**config.mk**
```make
export PLATFORM = sky130hd
export DESIGN_NAME = control_sequencer_flat
export DESIGN_NICKNAME = d
export VERILOG_FILES = /design/src/rtl/control_sequencer_if.sv /design/src/rtl/control_sequencer.sv /design/src/flat_wrapper.sv
export SDC_FILE = /design/constraint.sdc
export NUM_CORES = 1
export LEC_CHECK = 0
export ABC_AREA = 0
export CAP_MARGIN = 30
export CORE_ASPECT_RATIO = 1.25
export CORE_MARGIN = 5
export CORE_UTILIZATION = 40
export CTS_BUF_LIST = sky130_fd_sc_hd__clkbuf_8
export CTS_CLUSTER_SIZE = 8
export DETAILED_ROUTE_END_ITERATION = 16
export PLACE_DENSITY_LB_ADDON = 0.08
export SLEW_MARGIN = 40
export SYNTH_ARGS = -nofsm -noshare
export SYNTH_HDL_FRONTEND = slang
export SYNTH_SLANG_ARGS = --single-unit
```
**constraint.sdc**
```tcl
create_clock -name Clk -period 2.35 [get_ports Clk]
set_input_delay 0.3525 -clock Clk [delete_from_list [all_inputs] [get_ports Clk]]
set_output_delay 0.3525 -clock Clk [all_outputs]
set_load 0.005 [all_outputs]
```
**src/rtl/control_sequencer_if.sv**
```systemverilog
// Control bundle between the fetch/decode/execute sequencer and the
// SPARC-subset datapath. The sequencer side (master) sees IR, MFC and the ALU
// flags and owns every load enable, mux select and adder control; the
// datapath side (slave) sees the mirror image.
//
// Memory handshake (MFA/MFC): in a memory state the sequencer raises MFA
// with MOP_SEL/OP1 stable and keeps them stable until it samples MFC = 1 on
// a rising edge. The access completes on that edge, and MFA falls in the
// following state. MFC arriving while MFA is low carries no meaning and is
// ignored.
interface control_sequencer_if;
   logic [31:0] IR;
   logic        MFC;
   logic        N;
   logic        Z;

   logic        IRE;
   logic        MDRE;
   logic        MARE;
   logic        PCE;
   logic        nPCE;
   logic        RFE;
   logic        PSRE;
   logic        ALUE;
   logic        MFA;
   logic        MOP_SEL;
   logic        AOP_SEL;
   logic        RA_SEL;
   logic [5:0]  OP1;
   logic [1:0]  MAR_SEL;
   logic [1:0]  MDR_SEL;
   logic [1:0]  nPC_SEL;
   logic [1:0]  ALU_SEL;
   logic [1:0]  CIN_SEL;
   logic [1:0]  RC_SEL;
   logic        nPC_ADD;
   logic        nPC_ADDSEL;
   logic        BAUX;
   logic        DISP_SEL;

   modport master (
      input  IR, MFC, N, Z,
      output IRE, MDRE, MARE, PCE, nPCE, RFE, PSRE,
      output ALUE, MFA, MOP_SEL, AOP_SEL, RA_SEL, OP1,
      output MAR_SEL, MDR_SEL, nPC_SEL, ALU_SEL, CIN_SEL, RC_SEL,
      output nPC_ADD, nPC_ADDSEL, BAUX, DISP_SEL
   );

   modport slave (
      output IR, MFC, N, Z,
      input  IRE, MDRE, MARE, PCE, nPCE, RFE, PSRE,
      input  ALUE, MFA, MOP_SEL, AOP_SEL, RA_SEL, OP1,
      input  MAR_SEL, MDR_SEL, nPC_SEL, ALU_SEL, CIN_SEL, RC_SEL,
      input  nPC_ADD, nPC_ADDSEL, BAUX, DISP_SEL
   );
endinterface

```
**src/rtl/control_sequencer.sv**
```systemverilog
// Multi-cycle fetch/decode/execute sequencer for the SPARC-subset datapath.
// Fetches through MAR/MDR/IR, executes ALU, ld/st and Bicc instructions and
// advances PC/nPC with delayed-branch semantics (PC <- nPC every instruction,
// nPC <- nPC+4 or PC+4*disp22).
// All datapath controls are Moore outputs decoded from registered state; the
// only IR fields needed after DEC (i bit, cc bit, taken) are latched in DEC.
// TO_W must be wide enough that 2**TO_W > MFC_TIMEOUT.
module control_sequencer #(
   parameter int MFC_TIMEOUT = 15,
   parameter int TO_W        = 4
) (
   input  logic                Clk,
   input  logic                Reset,
   control_sequencer_if.master dp,
   output logic                halted,
   output logic [1:0]          err_code,
   output logic [3:0]          state_dbg
);

   typedef enum logic [3:0] {
      S_RST    = 4'd0,
      S_F_MAR  = 4'd1,
      S_F_MEM  = 4'd2,
      S_F_MDR  = 4'd3,
      S_F_IR   = 4'd4,
      S_DEC    = 4'd5,
      S_EXE    = 4'd6,
      S_M_ADDR = 4'd7,
      S_M_STD  = 4'd8,
      S_M_ST   = 4'd9,
      S_M_LD   = 4'd10,
      S_L_MDR  = 4'd11,
      S_L_WB   = 4'd12,
      S_PC_UPD = 4'd13,
      S_HALT   = 4'd14
   } state_t;

   localparam logic [1:0] ERR_NONE    = 2'd0;
   localparam logic [1:0] ERR_ILLEGAL = 2'd1;
   localparam logic [1:0] ERR_TIMEOUT = 2'd2;

   localparam logic [5:0] OP_ADD   = 6'h00;
   localparam logic [5:0] OP_WRITE = 6'h04;
   localparam logic [5:0] OP_READ  = 6'h08;

   state_t state, state_nxt;

   // Flags latched in DEC and consumed by later states of the instruction
   logic            taken, taken_nxt;
   logic            is_store, is_store_nxt;
   logic            imm_q, imm_nxt;
   logic            cc_q, cc_nxt;
   logic [1:0]      err_q, err_nxt;
   logic [TO_W-1:0] to_cnt;

   // Instruction fields
   logic [1:0] op;
   logic [2:0] op2;
   logic [3:0] cond;
   logic [5:0] op3;
   logic       alu_op_ok;
   logic       mem_state;
   logic       to_expire;

   // Local copies of the datapath controls
   logic       ire, mdre, mare, pce, npce, rfe, psre;
   logic       alue, mfa, mop_sel, aop_sel, ra_sel;
   logic [5:0] op1;
   logic [1:0] mar_sel, mdr_sel, npc_sel, alu_sel, cin_sel, rc_sel;
   logic       npc_add, npc_addsel, baux, disp_sel;

   // IR bits never looked at by the sequencer (rd, rs1/rs2, simm13, disp22)
   logic unused_ok;
   assign unused_ok = &{1'b0, dp.N, dp.IR[29], dp.IR[18:14], dp.IR[12:0]};

   assign op   = dp.IR[31:30];
   assign op2  = dp.IR[24:22];
   assign cond = dp.IR[28:25];
   assign op3  = dp.IR[24:19];

   // Format-3 arithmetic opcodes the datapath ALU implements
   always_comb begin
      alu_op_ok = 1'b0;
      case (op3)
         6'h00, 6'h01, 6'h02, 6'h03, 6'h04,
         6'h10, 6'h11, 6'h12, 6'h13, 6'h14: alu_op_ok = 1'b1;
         default:                           alu_op_ok = 1'b0;
      endcase
   end

   assign mem_state = (state == S_F_MEM) || (state == S_M_ST) || (state == S_M_LD);

   // Expire on the cycle that would make the MFC_TIMEOUT-th unanswered MFA
   // cycle; an MFC on that same cycle still completes the access.
   assign to_expire = !dp.MFC && ((to_cnt + TO_W'(1)) == TO_W'(MFC_TIMEOUT));

   // State, decode flags and error code register
   always_ff @(posedge Clk) begin
      if (Reset) begin
         state    <= S_RST;
         taken    <= 1'b0;
         is_store <= 1'b0;
         imm_q    <= 1'b0;
         cc_q     <= 1'b0;
         err_q    <= ERR_NONE;
      end else begin
         state    <= state_nxt;
         taken    <= taken_nxt;
         is_store <= is_store_nxt;
         imm_q    <= imm_nxt;
         cc_q     <= cc_nxt;
         err_q    <= err_nxt;
      end
   end

   // Memory timeout counter: zero outside memory states, counts unanswered MFA cycles
   always_ff @(posedge Clk) begin
      if (Reset || !mem_state) begin
         to_cnt <= '0;
      end else if (!dp.MFC) begin
         to_cnt <= to_cnt + TO_W'(1);
      end
   end

   // Next-state and decode logic
   always_comb begin
      state_nxt    = state;
      taken_nxt    = taken;
      is_store_nxt = is_store;
      imm_nxt      = imm_q;
      cc_nxt       = cc_q;
      err_nxt      = err_q;
      unique case (state)
         S_RST: begin
            taken_nxt = 1'b0;
            err_nxt   = ERR_NONE;
            state_nxt = S_F_MAR;
         end
         S_F_MAR: state_nxt = S_F_MEM;
         S_F_MEM: begin
            if (dp.MFC) begin
               state_nxt = S_F_MDR;
            end else if (to_expire) begin
               state_nxt = S_HALT;
               err_nxt   = ERR_TIMEOUT;
            end
         end
         S_F_MDR: state_nxt = S_F_IR;
         S_F_IR:  state_nxt = S_DEC;
         S_DEC: begin
            imm_nxt   = dp.IR[13];
            cc_nxt    = dp.IR[23];
            state_nxt = S_HALT;
            err_nxt   = ERR_ILLEGAL;
            case (op)
               2'b10: begin
                  if (alu_op_ok) begin
                     state_nxt = S_EXE;
                     err_nxt   = err_q;
                  end
               end
               2'b11: begin
                  if (op3 == 6'h00) begin
                     state_nxt    = S_M_ADDR;
                     is_store_nxt = 1'b0;
                     err_nxt      = err_q;
                  end else if (op3 == 6'h04) begin
                     state_nxt    = S_M_ADDR;
                     is_store_nxt = 1'b1;
                     err_nxt      = err_q;
                  end
               end
               2'b00: begin
                  if (op2 == 3'b010) begin
                     case (cond)
                        4'b1000: begin
                           taken_nxt = 1'b1;
                           state_nxt = S_PC_UPD;
                           err_nxt   = err_q;
                        end
                        4'b0000: begin
                           taken_nxt = 1'b0;
                           state_nxt = S_PC_UPD;
                           err_nxt   = err_q;
                        end
                        4'b0001: begin
                           taken_nxt = dp.Z;
                           state_nxt = S_PC_UPD;
                           err_nxt   = err_q;
                        end
                        4'b1001: begin
                           taken_nxt = !dp.Z;
                           state_nxt = S_PC_UPD;
                           err_nxt   = err_q;
                        end
                        default: ;
                     endcase
                  end
               end
               default: ;
            endcase
         end
         S_EXE:    state_nxt = S_PC_UPD;
         S_M_ADDR: state_nxt = is_store ? S_M_STD : S_M_LD;
         S_M_STD:  state_nxt = S_M_ST;
         S_M_ST: begin
            if (dp.MFC) begin
               state_nxt = S_PC_UPD;
            end else if (to_expire) begin
               state_nxt = S_HALT;
               err_nxt   = ERR_TIMEOUT;
            end
         end
         S_M_LD: begin
            if (dp.MFC) begin
               state_nxt = S_L_MDR;
            end else if (to_expire) begin
               state_nxt = S_HALT;
               err_nxt   = ERR_TIMEOUT;
            end
         end
         S_L_MDR: state_nxt = S_L_WB;
         S_L_WB:  state_nxt = S_PC_UPD;
         S_PC_UPD: begin
            taken_nxt = 1'b0;
            state_nxt = S_F_MAR;
         end
         S_HALT:  state_nxt = S_HALT;
         default: state_nxt = S_HALT;
      endcase
   end

   // Moore control outputs decoded from the current state
   always_comb begin
      ire        = 1'b1;
      mdre       = 1'b1;
      mare       = 1'b1;
      pce        = 1'b1;
      npce       = 1'b1;
      rfe        = 1'b1;
      psre       = 1'b1;
      alue       = 1'b0;
      mfa        = 1'b0;
      mop_sel    = 1'b0;
      aop_sel    = 1'b0;
      ra_sel     = 1'b0;
      op1        = 6'h00;
      mar_sel    = 2'd0;
      mdr_sel    = 2'd0;
      npc_sel    = 2'd0;
      alu_sel    = 2'd0;
      cin_sel    = 2'd0;
      rc_sel     = 2'd0;
      npc_add    = 1'b1;
      npc_addsel = 1'b0;
      baux       = 1'b1;
      disp_sel   = 1'b0;
      unique case (state)
         S_F_MAR: begin
            mar_sel = 2'd1;
            mare    = 1'b0;
         end
         S_F_MEM, S_M_LD: begin
            mop_sel = 1'b1;
            op1     = OP_READ;
            mfa     = 1'b1;
         end
         S_F_MDR, S_L_MDR: begin
            mdr_sel = 2'd0;
            mdre    = 1'b0;
         end
         S_F_IR: ire = 1'b0;
         S_EXE: begin
            ra_sel  = 1'b0;
            alu_sel = {1'b0, imm_q};
            aop_sel = 1'b0;
            alue    = 1'b1;
            rc_sel  = 2'd0;
            cin_sel = 2'd2;
            rfe     = 1'b0;
            psre    = !cc_q;
         end
         S_M_ADDR: begin
            ra_sel  = 1'b0;
            alu_sel = {1'b0, imm_q};
            aop_sel = 1'b1;
            op1     = OP_ADD;
            alue    = 1'b1;
            mar_sel = 2'd0;
            mare    = 1'b0;
         end
         S_M_STD: begin
            ra_sel  = 1'b1;
            mdr_sel = 2'd1;
            mdre    = 1'b0;
         end
         S_M_ST: begin
            mop_sel = 1'b1;
            op1     = OP_WRITE;
            mfa     = 1'b1;
         end
         S_L_WB: begin
            rc_sel  = 2'd0;
            cin_sel = 2'd3;
            rfe     = 1'b0;
         end
         S_PC_UPD: begin
            pce     = 1'b0;
            npce    = 1'b0;
            npc_sel = taken ? 2'd2 : 2'd0;
         end
         default: ;
      endcase
   end

   assign dp.IRE        = ire;
   assign dp.MDRE       = mdre;
   assign dp.MARE       = mare;
   assign dp.PCE        = pce;
   assign dp.nPCE       = npce;
   assign dp.RFE        = rfe;
   assign dp.PSRE       = psre;
   assign dp.ALUE       = alue;
   assign dp.MFA        = mfa;
   assign dp.MOP_SEL    = mop_sel;
   assign dp.AOP_SEL    = aop_sel;
   assign dp.RA_SEL     = ra_sel;
   assign dp.OP1        = op1;
   assign dp.MAR_SEL    = mar_sel;
   assign dp.MDR_SEL    = mdr_sel;
   assign dp.nPC_SEL    = npc_sel;
   assign dp.ALU_SEL    = alu_sel;
   assign dp.CIN_SEL    = cin_sel;
   assign dp.RC_SEL     = rc_sel;
   assign dp.nPC_ADD    = npc_add;
   assign dp.nPC_ADDSEL = npc_addsel;
   assign dp.BAUX       = baux;
   assign dp.DISP_SEL   = disp_sel;

   assign halted    = (state == S_HALT);
   assign err_code  = err_q;
   assign state_dbg = state;

endmodule

```
**src/flat_wrapper.sv**
```systemverilog
// flat-port wrapper written by rule: the top's interface ports become plain ports
module control_sequencer_flat 
#(
   parameter int MFC_TIMEOUT = 15,
   parameter int TO_W        = 4
)
  (Clk, Reset, halted, err_code, state_dbg, dp_IR, dp_MFC, dp_N, dp_Z, dp_IRE, dp_MDRE, dp_MARE, dp_PCE, dp_nPCE, dp_RFE, dp_PSRE, dp_ALUE, dp_MFA, dp_MOP_SEL, dp_AOP_SEL, dp_RA_SEL, dp_OP1, dp_MAR_SEL, dp_MDR_SEL, dp_nPC_SEL, dp_ALU_SEL, dp_CIN_SEL, dp_RC_SEL, dp_nPC_ADD, dp_nPC_ADDSEL, dp_BAUX, dp_DISP_SEL);
  control_sequencer_if dp_i ();
  input  logic Clk;
  input  logic Reset;
  output logic halted;
  output logic [1:0] err_code;
  output logic [3:0] state_dbg;
  input wire logic [$bits(dp_i.IR)-1:0] dp_IR;
  input wire logic [$bits(dp_i.MFC)-1:0] dp_MFC;
  input wire logic [$bits(dp_i.N)-1:0] dp_N;
  input wire logic [$bits(dp_i.Z)-1:0] dp_Z;
  output wire logic [$bits(dp_i.IRE)-1:0] dp_IRE;
  output wire logic [$bits(dp_i.MDRE)-1:0] dp_MDRE;
  output wire logic [$bits(dp_i.MARE)-1:0] dp_MARE;
  output wire logic [$bits(dp_i.PCE)-1:0] dp_PCE;
  output wire logic [$bits(dp_i.nPCE)-1:0] dp_nPCE;
  output wire logic [$bits(dp_i.RFE)-1:0] dp_RFE;
  output wire logic [$bits(dp_i.PSRE)-1:0] dp_PSRE;
  output wire logic [$bits(dp_i.ALUE)-1:0] dp_ALUE;
  output wire logic [$bits(dp_i.MFA)-1:0] dp_MFA;
  output wire logic [$bits(dp_i.MOP_SEL)-1:0] dp_MOP_SEL;
  output wire logic [$bits(dp_i.AOP_SEL)-1:0] dp_AOP_SEL;
  output wire logic [$bits(dp_i.RA_SEL)-1:0] dp_RA_SEL;
  output wire logic [$bits(dp_i.OP1)-1:0] dp_OP1;
  output wire logic [$bits(dp_i.MAR_SEL)-1:0] dp_MAR_SEL;
  output wire logic [$bits(dp_i.MDR_SEL)-1:0] dp_MDR_SEL;
  output wire logic [$bits(dp_i.nPC_SEL)-1:0] dp_nPC_SEL;
  output wire logic [$bits(dp_i.ALU_SEL)-1:0] dp_ALU_SEL;
  output wire logic [$bits(dp_i.CIN_SEL)-1:0] dp_CIN_SEL;
  output wire logic [$bits(dp_i.RC_SEL)-1:0] dp_RC_SEL;
  output wire logic [$bits(dp_i.nPC_ADD)-1:0] dp_nPC_ADD;
  output wire logic [$bits(dp_i.nPC_ADDSEL)-1:0] dp_nPC_ADDSEL;
  output wire logic [$bits(dp_i.BAUX)-1:0] dp_BAUX;
  output wire logic [$bits(dp_i.DISP_SEL)-1:0] dp_DISP_SEL;
  assign dp_i.IR = dp_IR;
  assign dp_i.MFC = dp_MFC;
  assign dp_i.N = dp_N;
  assign dp_i.Z = dp_Z;
  assign dp_IRE = dp_i.IRE;
  assign dp_MDRE = dp_i.MDRE;
  assign dp_MARE = dp_i.MARE;
  assign dp_PCE = dp_i.PCE;
  assign dp_nPCE = dp_i.nPCE;
  assign dp_RFE = dp_i.RFE;
  assign dp_PSRE = dp_i.PSRE;
  assign dp_ALUE = dp_i.ALUE;
  assign dp_MFA = dp_i.MFA;
  assign dp_MOP_SEL = dp_i.MOP_SEL;
  assign dp_AOP_SEL = dp_i.AOP_SEL;
  assign dp_RA_SEL = dp_i.RA_SEL;
  assign dp_OP1 = dp_i.OP1;
  assign dp_MAR_SEL = dp_i.MAR_SEL;
  assign dp_MDR_SEL = dp_i.MDR_SEL;
  assign dp_nPC_SEL = dp_i.nPC_SEL;
  assign dp_ALU_SEL = dp_i.ALU_SEL;
  assign dp_CIN_SEL = dp_i.CIN_SEL;
  assign dp_RC_SEL = dp_i.RC_SEL;
  assign dp_nPC_ADD = dp_i.nPC_ADD;
  assign dp_nPC_ADDSEL = dp_i.nPC_ADDSEL;
  assign dp_BAUX = dp_i.BAUX;
  assign dp_DISP_SEL = dp_i.DISP_SEL;
  control_sequencer #(.MFC_TIMEOUT(MFC_TIMEOUT), .TO_W(TO_W)) u_core (.Clk(Clk), .Reset(Reset), .dp(dp_i), .halted(halted), .err_code(err_code), .state_dbg(state_dbg));
endmodule
```
==> impl_metrics.yaml <==
route:
  routed_wl_um: 3150
  post_drt_wl_per_cell_um: 13.4
  via_count: 1222
  drt_first_pass_iters: 4
  viasPerCell: 5.18
  drc_errors: 0
  drt-initial-drc-count: 27
  ant_nets: 0
synthesis:
  synthFlopType: "dfxtp_1"
  synth-seq-area-share_pct: 23.8
  synth_area_leaders: "dfxtp_1 24%, buf_4 11%, nor2_1 5.7%"
  synthMuxAreaShare_pct: 0.955
  syn_avg_cell_area_um2: 7.32
  synthSimpleGateAreaFrac_pct: 32.7
  synth_edf_count: 0
  synth-xor-area-share_pct: 5.20
  ys_async_sr_fraction_pct: 0
  synth_top_family_by_area: "simple AND/OR/NAND/NOR gates"
  yosysTopAreaCell: "dfxtp_1"
  synth_compound_area_share_pct: 17.3
  synthesis.instances: 161
  synth_common_cells: "18 x buf_4, 18 x nor2_1, 14 x dfxtp_1, 12 x nand2_1"
  ys_warn_count: 0
  synth_seq_cells: 14
  ys_types: 46
  synth_area_um2: 1180
  synth_fa_ha_area_share_pct: 2.12
  netlist.area_leader.share_pct: 23.8
sta:
  setup_viol: 0
  hold_slack_ns: 0.451
  fin_skew_ns: 0.000685
  slew_viol_final: 0
  slew_headroom_pct: 58.6
  final_hold_viol_count: 0
  setup_ws_ns: 0.153
  min_period_over_period_pct: 93.5
  finalSetupTns_ns: 0
  fin_crit_ns: 2.20
  rsz0062_at_grt: "false"
  fmax_mhz: 455
  tightest_slew_ns: 0.619
worst_setup_path:
  crit_start: "u_core.state_dbg[3]$_SDFF_PP0_"
  r2r_start: "u_core.state_dbg[3]$_SDFF_PP0_"
  worst_r2r_path_depth: 6
  path_class: "flip-flop to primary output"
  startpoint_type: "flip-flop"
  arrival_ns: 1.84
  cp_max_fo: 10
  setup.worst_path.end: "dp_IRE"
  reg2reg_to: "u_core.err_code[0]$_SDFFE_PP0P_"
  end_kind: "primary output"
  r2r_slack_ns: 0.48
  cp.required_ns: 2.00
hold_path:
  hp-class: "flip-flop to flip-flop"
  hp-start: "u_core.imm_q$_SDFFE_PP0P_"
floorplanning:
  rows: 22
  dieArea_um2: 4140
  io_pins: 78
  chipWidth_um: 58.6
  start_util_pct: 40.8
  core_area_um2: 2890
  die_height_um: 70.7
power_and_ir_drop:
  p_sw_mw: 0.472
  p_leak_nw: 0.619
  p_seq_share_pct: 30.0
  combPwrFrac_pct: 54.2
  p_int_mw: 0.766
  switching_share_pct: 38.2
  ir_worst_vdd_mv: 0.502
  power_density_nw_per_um2: 766
  clkPwrFrac_pct: 15.8
placed_design:
  dp_hpwl_um: 2530
  port_buffers: 43
  gp_congestion: 0.876
  post-place-ws_ns: 0.218
  placed_area_um2: 1570
clock_tree:
  clk-insertion-delay-late_ns: 0.24
  cts_max_level: 1
  clk_pin_slew_ns: 0.06
  cts.sinks: 14
  cts_hold_buf: 0
  cts_setup_buffers: 0
  cts_buffers: 3
  clockRootBuffer: "clkbuf_8"
  cts_tree: "done"
  clk_path_buf_depth: 2
cells_and_area:
  seq_area_um2: 284
  drive_above_1_share_pct: 8.50
  fin_util_pct: 55.9
  multi_input_area_um2: 739
  syn_to_final_growth_pct: 37.0
  fin_area_um2: 1620
  n_antenna_cell: 0
  fillCellCount: 309
  final_nets: 241
global_route:
  grt_pass1_vias: 1145
  grt.total_usage_pct: 15.4
  overflow: 0
  grt_max_degree: 19
  antenna_found_initial: 0
  grt_pass1_wl_um: 5090
run:
  drv_cap: 0
status:
  status: "finished, final reports clean"
[cells by family after synthesis]
kind of cell	count (synthesis)
compound gates	31
xor+xnor	7
fa+ha+maj	2
buf+inv	32
flops	14
mux	1
other cells	2
simple gates	72
[state kept, by name, indices dropped and copies added (netlist names)]
signal / cells
u_core.state_dbg: 4
u_core.imm_q: 1
u_core.cc_q: 1
u_core.is_store: 1
u_core.to_cnt: 4
u_core.err_code: 2
u_core.taken: 1
[critical path, cell delays in order (launching register included)]
cell	delay [ns]
dfxtp_1	0.41
buf_4	0.21
nand2b_1	0.20
or3_1	0.32
clkdlybuf4s50_1	0.45
[power groups by stage]
stage | clock, mW | sequential [mW] | combinational [mW]
detailed placement | 0 | 0.370 | 0.671
global placement | 0 | 0.370 | 0.663
floorplan | 0 | 0.303 | 0.467
CTS | 0.199 | 0.365 | 0.675
global route | 0.213 | 0.381 | 0.738
finish | 0.195 | 0.372 | 0.671
[per-stage QoR]
stage	power, mW	std cells
after global placement	1.03	233
after global routing	1.33	236
final	1.24	236
after CTS	1.24	236
after floorplan	0.771	173
after detailed placement	1.04	233
[final cells by class]
cell class                      count  area share (%)
Tap cell                           36            2.79
Inverter                            6            1.39
Timing Repair Buffer               50            29.9
Multi-Input combinational cell    127            45.8
Clock buffer                        3            2.56
Sequential cell                    14            17.6
[worst min path at each step]
stage,to,slack [ns],cells past startpoint
3_5_place_dp,u_core.imm_q$_SDFFE_PP0P_,0.44,2
6_report,u_core.imm_q$_SDFFE_PP0P_,0.45,2
4_1_cts,u_core.imm_q$_SDFFE_PP0P_,0.45,2
3_3_place_gp,u_core.imm_q$_SDFFE_PP0P_,0.44,2
2_1_floorplan,u_core.state_dbg[0]$_SDFF_PP0_,0.43,1
5_1_grt,u_core.is_store$_SDFFE_PP0P_,0.49,2
[layout by cell type, fill, tap and decap left out, drive strengths merged, types with 2 or more instances in the layout]
master	n
dfxtp	14
nand3b	3
nand2b	5
xnor2	2
conb	14
a311oi	2
nor4	3
o21ai	8
a211oi	2
or3	2
nand2	12
nand3	2
buf	7
ha	2
xor2	5
a21oi	9
nor2b	3
and3	3
a31oi	2
inv	6
nor2	19
a21o	2
clkbuf	3
nor3	9
clkdlybuf4s50	43
nor3b	2
and2	2
[layer usage]
metal / share of wire [%] / wire [µm] / vias to the layer above / track usage (%)
li1: - / - / 607 / -
met1: 39 / 1250 / 585 / 16.4
met2: 54 / 1690 / 28 / 28.6
met3: 6.4 / 203 / 2 / 4.38
met4: 0.44 / 14 / 0 / 4.12
met5: 0 / 0 / - / 0
[timing repair]
item                                   4_1_cts  5_1_grt
endpoints found under the hold margin        0        0
resized for setup                            0        3
setup endpoints to repair                    0        9
Note: power is estimated with default switching activity, not from simulation.
